--- config.mk ---
export PLATFORM = sky130hd
export DESIGN_NAME = inst_fetch
export DESIGN_NICKNAME = d
export VERILOG_FILES = /design/src/rtl/inst_fetch.sv
export SDC_FILE = /design/constraint.sdc
export NUM_CORES = 1
export LEC_CHECK = 0
export ABC_AREA = 1
export CAP_MARGIN = 10
export CORE_ASPECT_RATIO = 1.5
export CORE_MARGIN = 5
export CORE_UTILIZATION = 25
export DETAILED_ROUTE_END_ITERATION = 8
export PLACE_DENSITY = 0.4
export SYNTH_ARGS = -nofsm -noshare
export SYNTH_HDL_FRONTEND = slang
export SYNTH_SLANG_ARGS = --single-unit
export TNS_END_PERCENT = 100
--- constraint.sdc ---
create_clock -name clk -period 13.62 [get_ports clk]
set_input_delay 2.043 -clock clk [delete_from_list [all_inputs] [get_ports clk]]
set_output_delay 2.043 -clock clk [all_outputs]
set_load 0.01 [all_outputs]
--- src/rtl/inst_fetch.sv ---
// Instruction fetch stage: PC generation, credit-limited word reads over req/gnt/rvalid,
// and a small registered instruction FIFO handed to decode with a valid/ready handshake.
module inst_fetch #(
  parameter int                    ADDR_WIDTH = 32,
  parameter logic [ADDR_WIDTH-1:0] RESET_PC   = '0,
  parameter int                    FIFO_DEPTH = 2
) (
  input  logic                  clk,
  input  logic                  rst,
  output logic                  mem_req,
  output logic [ADDR_WIDTH-1:0] mem_addr,
  input  logic                  mem_gnt,
  input  logic                  mem_rvalid,
  input  logic [31:0]           mem_rdata,
  input  logic                  redirect,
  input  logic [ADDR_WIDTH-1:0] redirect_pc,
  output logic                  id_valid,
  output logic [ADDR_WIDTH-1:0] id_pc,
  output logic [31:0]           id_inst,
  input  logic                  id_ready
);

  localparam int PW = $clog2(FIFO_DEPTH);
  localparam int CW = $clog2(FIFO_DEPTH + 1);
  localparam int SW = CW + 1;

  logic [ADDR_WIDTH-1:0] r_fetchPc;
  logic [CW-1:0]         r_outstanding;
  logic [CW-1:0]         r_killCnt;
  logic [CW-1:0]         r_count;
  logic [PW-1:0]         r_rdPtr;
  logic [PW-1:0]         r_wrPtr;
  logic [ADDR_WIDTH-1:0] r_fifoPc   [FIFO_DEPTH];
  logic [31:0]           r_fifoInst [FIFO_DEPTH];

  logic                  w_pop;
  logic [SW-1:0]         w_sum;
  logic                  w_issue;
  logic                  w_rsp;
  logic                  w_kill;
  logic                  w_push;
  logic [ADDR_WIDTH-1:0] w_rspPc;
  logic [CW-1:0]         w_outNext;
  logic                  w_unused;

  assign w_unused = ^redirect_pc[1:0];

  // Every outstanding request owns a FIFO slot, so the buffer can never overflow.
  assign w_pop     = id_valid & id_ready;
  assign w_sum     = SW'(r_outstanding) + SW'(r_count) - SW'(w_pop);
  assign mem_req   = rst & (w_sum < SW'(FIFO_DEPTH));
  assign mem_addr  = rst ? r_fetchPc : RESET_PC;
  assign w_issue   = mem_req & mem_gnt;

  assign w_rsp     = mem_rvalid & (r_outstanding != '0);
  assign w_kill    = w_rsp & (r_killCnt != '0);
  assign w_push    = w_rsp & ~w_kill;
  assign w_outNext = r_outstanding + CW'(w_issue) - CW'(w_rsp);

  // Once the killed responses are gone, all in-flight requests are sequential up to fetchPc.
  assign w_rspPc   = r_fetchPc - (ADDR_WIDTH'(r_outstanding) << 2);

  assign id_valid  = rst & (r_count != '0);
  assign id_pc     = id_valid ? r_fifoPc[r_rdPtr]   : '0;
  assign id_inst   = id_valid ? r_fifoInst[r_rdPtr] : '0;

  always_ff @(posedge clk) begin
    if (!rst) begin
      r_fetchPc     <= RESET_PC;
      r_outstanding <= '0;
      r_killCnt     <= '0;
      r_count       <= '0;
      r_rdPtr       <= '0;
      r_wrPtr       <= '0;
    end else begin
      r_outstanding <= w_outNext;
      if (redirect) begin
        r_fetchPc <= {redirect_pc[ADDR_WIDTH-1:2], 2'b00};
        r_killCnt <= w_outNext;
        r_count   <= '0;
        r_rdPtr   <= '0;
        r_wrPtr   <= '0;
      end else begin
        if (w_issue) r_fetchPc <= r_fetchPc + ADDR_WIDTH'(4);
        if (w_kill)  r_killCnt <= r_killCnt - CW'(1);
        if (w_push)  r_wrPtr   <= r_wrPtr + PW'(1);
        if (w_pop)   r_rdPtr   <= r_rdPtr + PW'(1);
        r_count <= r_count + CW'(w_push) - CW'(w_pop);
      end
    end
  end

  always_ff @(posedge clk) begin
    if (rst && w_push && !redirect) begin
      r_fifoPc[r_wrPtr]   <= w_rspPc;
      r_fifoInst[r_wrPtr] <= mem_rdata;
    end
  end

endmodule

==> reports/qor_table.md <==
| Parameter | Value | Unit |
|:---|:---|:---|
| Maximum frequency from static timing analysis | 0.128 | GHz |
| Maximum number of pins on one net before global-route repair | 65 | - |
| Number of cells traversed by the worst hold path | 2 | - |
| Fraction of final layout cells with drive strength greater than 1 | 11.8 | % |
| Final-layout fill cell count | 3725 | - |
| Number of max-cap violations | 0 | - |
| CP max stage cell | sky130_fd_sc_hd__buf_4 | - |
| Number of global-route vias before repair | 7009 | - |
| Number of distinct standard cells referenced by the synthesized netlist | 34 | - |
| Detailed placement HPWL | 18000 | µm |
| Most instantiated library cell after synthesis | sky130_fd_sc_hd__nand2_1 | - |
| Cell area after synthesis | 8870 | µm² |
| Count of buffers inserted at the top-level ports | 161 | - |
| Area added between synthesis and finish | 30.3 | % |
| Clock skew | 0.00843 | ns |
| Clock edge transition at the registers on the reported setup and hold paths | 0.06 | ns |
| Number of placement rows | 84 | - |
| Normalized max-slew margin | 36.9 | % |
| Critical register-to-register path startpoint | r_count[1] | - |
| DRC violations left | 0 | - |
| Final number of setup-violating endpoints | 0 | - |
| Area share of the largest cell type after synthesis | 42.0 | % |
| Number of failing hold endpoints at the final stage | 0 | - |
| Wire length of the first global-routing pass | 38800 | µm |
| Number of antenna violations at the first check in global routing | 0 | - |
| Prevailing post-synth register cell | sky130_fd_sc_hd__edfxtp_1 | - |
| Maximum level of the CTS H-tree | 4 | - |
| Worst reg-to-reg path cell count | 19 | - |
| Most frequent CP cell | sky130_fd_sc_hd__nand2_1 | - |
| Critical-path maximum fanout | 64 | - |
| Clock Tree Buf Depth | 2 | - |
| Antenna diode count | 0 | - |
| Clock latency on the worst-skew pair | 0.44 | ns |
| Total global routing track utilization | 13.0 | % |
| Dominant cells by area after synthesis | sky130_fd_sc_hd__edfxtp_1 42%, sky130_fd_sc_hd__nand2_1 11%, sky130_fd_sc_hd__dfxtp_1 8.8%, sky130_fd_sc_hd__mux2_2 7.9%, sky130_fd_sc_hd__inv_1 7.6% | - |
| TritonCTS Buffers | 17 | - |
| Register bit count reported by yosys | 163 | - |
| Sequential-to-total area share from yosys stat | 50.8 | % |
| Worst reg2reg endpoint | r_killCnt[1] | - |
| Number of buffers added to fix hold violations after cts | 0 | - |
| Shortest period the worst path allows | 7.79 | ns |
| Synthesis Warnings | 0 | - |
| GRT Residual Overflow | 0 | - |
| DRT Wirelength | 25200 | µm |
| Number of DRC markers after the initial detailed-route iteration | 271 | - |
| Setup Total Neg Slack | 0 | ns |
| Outcome | finished clean | - |
| Sum of met3 wire segment lengths after detailed routing | 812 | µm |
| Die Span X | 164 | µm |
| Total area of multi-input combinational cells | 3440 | µm² |
| Sinks on the clock net | 163 | - |
| Minimum setup slack in the final design | 5.83 | ns |
| Nets | 1230 | - |
| Antenna Violating Nets Remaining | 0 | - |
| Worst voltage drop across the vdd grid | 69.4 | µV |
| Worst path required time | 11.58 | ns |
| Hold WC Path Type | reg -> reg | - |
| Post-route met1 wirelength | 10200 | µm |
| Hold path start | r_wrPtr | - |
| Die area | 39400 | µm² |
| Share of async-settable or async-resettable flops after synthesis | 0 | % |
| Vias | 6829 | - |
| Number of detailed-routing iterations run before antenna repair | 4 | - |
| Mean area per synthesized cell | 8.77 | µm² |
| End of the worst hold path | r_wrPtr | - |
| Number of standard cells after synthesis | 1012 | - |
| Type of the setup path with the least slack | in -> out | - |
| Leakage power figure | 4.84 | nW |
| Final weighted congestion in routability-driven placement | 0.803 | - |
| Sort of element at the start of the critical path | input pin | - |
| Number of flops mapped to enable cells by yosys | 124 | - |
| Highest signal layer in the routed design | met4 | - |
| Max-slew violation total from the final report | 0 | - |
| Arrival time at the worst endpoint | 5.75 | ns |
| Number of ports placed on the die boundary | 168 | - |
| Routed length on met2 | 13700 | µm |
| Leading post-synthesis cells by instance count | 265 x sky130_fd_sc_hd__nand2_1, 180 x sky130_fd_sc_hd__inv_1, 124 x sky130_fd_sc_hd__edfxtp_1, 74 x sky130_fd_sc_hd__nor2_1, 62 x sky130_fd_sc_hd__mux2_2 | - |
| Die H | 241 | µm |
| Clock tree root buffer cell | sky130_fd_sc_hd__clkbuf_16 | - |
| Mean number of vias per cell | 4.18 | - |
| CTS tree | done | - |
| Register cell area after layout | 4510 | µm² |
| Final standard cell utilization of the core | 32.9 | % |
| Core Footprint | 35100 | µm² |
| Cell accounting for the most synthesized area | sky130_fd_sc_hd__edfxtp_1 | - |
| Routed WL per cell | 15.4 | µm |
| CP Cell Sequence | clkdlybuf4s50_1, buf_4, o21ai_0, inv_2, buf_4, nand2_1, inv_1, nand2_1, nand2_1, nand2_1, fa_1, nand2_1, inv_2, nand3_1, inv_1, clkdlybuf4s50_1 | - |
| Post-Place Worst Slack | 5.66 | ns |
| RSZ-0062 raised after global routing | no | - |
| Post-cts resize count | 0 | - |
| Delay of the slowest cell on the worst path | 0.57 | ns |
| Post-CTS setup buffers | 0 | - |
| Transition time at the pin with the least slew margin | 0.947 | ns |
| Cell area power density | 119 | nW/µm² |
| Initial cell density of the core | 25.3 | % |
| Setup slack on the worst flop-to-flop path | 9.55 | ns |
| Critical path endpoint category | output pin | - |
| Final clock period utilization by the worst path | 57.2 | % |
worst max path at each step:
| stage | from | to | slack, ns | cells past startpoint |
|---|---|---|---|---|
| after detailed placement | rst | mem_req | 5.66 | 16 |
| final | rst | mem_req | 5.83 | 16 |
| after global routing | rst | mem_req | 5.39 | 16 |
| after global placement | rst | mem_req | 5.70 | 16 |
| after floorplan | redirect | r_fifoInst[1][0] | 6.39 | 4 |
| after CTS | rst | mem_req | 5.66 | 16 |
power by group:
part | switching [mW] | leakage (nW) | internal (mW)
clock network | 0.202 | 0.335 | 0.361
registers | 0.0231 | 1.45 | 0.565
logic | 0.133 | 3.06 | 0.0901
total | 0.359 | 4.84 | 1.02
per-layer routing:
metal	track usage (%)	vias up
met5	0	-
met4	4.02	0
met3	2.61	23
met2	24.5	117
met1	14.6	3226
li1	-	3463
per-stage QoR:
step	area [µm²]	cells	total power [mW]	hold slack [ns]
after floorplan	8880	1015	0.735	0.440
after global placement	10900	1604	0.826	0.453
after detailed placement	10900	1604	0.828	0.456
after CTS	11600	1635	1.40	0.466
after global routing	11600	1635	1.45	0.497
final	11600	1635	1.37	0.462
final cells by class:
type	instances	share of cell area, %
flip-flops and latches	163	39.0
clock inverters	14	2.24
clock buffers	17	3.68
inverters	184	5.97
repair buffers	167	14.3
multi-input cells	617	29.7
well taps	473	5.12
registers in the layout, summed over array words and instances, names as in the netlist, named ones only:
register,flops
r_count,2
r_fetchPc,30
r_fifoInst,64
r_fifoPc,60
r_killCnt,2
r_outstanding,2
r_rdPtr,1
r_wrPtr,1
worst max-delay path, delay by kind of cell:
family | cells | cell delay (ns)
adder cells (fa/ha/maj) | 1 | 0.48
AND/OR/NAND/NOR | 6 | 0.66
AO/OA/AOI/OAI | 1 | 0.19
buffers and inverters | 8 | 2.34
logic make-up after synthesis:
kind of cell    synth area share [%]
fa+ha+maj                       1.58
buf+inv                         10.8
simple gates                    22.1
xor+xnor                        3.06
compound gates                  3.76
other cells                   0.0423
flops                           50.8
mux                             7.87
layout by cell type, fill, tap and decap left out, drive strengths merged, types with 29 or more instances in the layout:
| cell type | count |
|---|---|
| o21ai | 30 |
| nor2 | 96 |
| inv | 184 |
| mux2 | 62 |
| dfxtp | 39 |
| clkdlybuf4s50 | 161 |
| nand3 | 59 |
| edfxtp | 124 |
| a21oi | 29 |
| xor2 | 31 |
| nand2 | 274 |
Power figures use the tool's default switching activity.
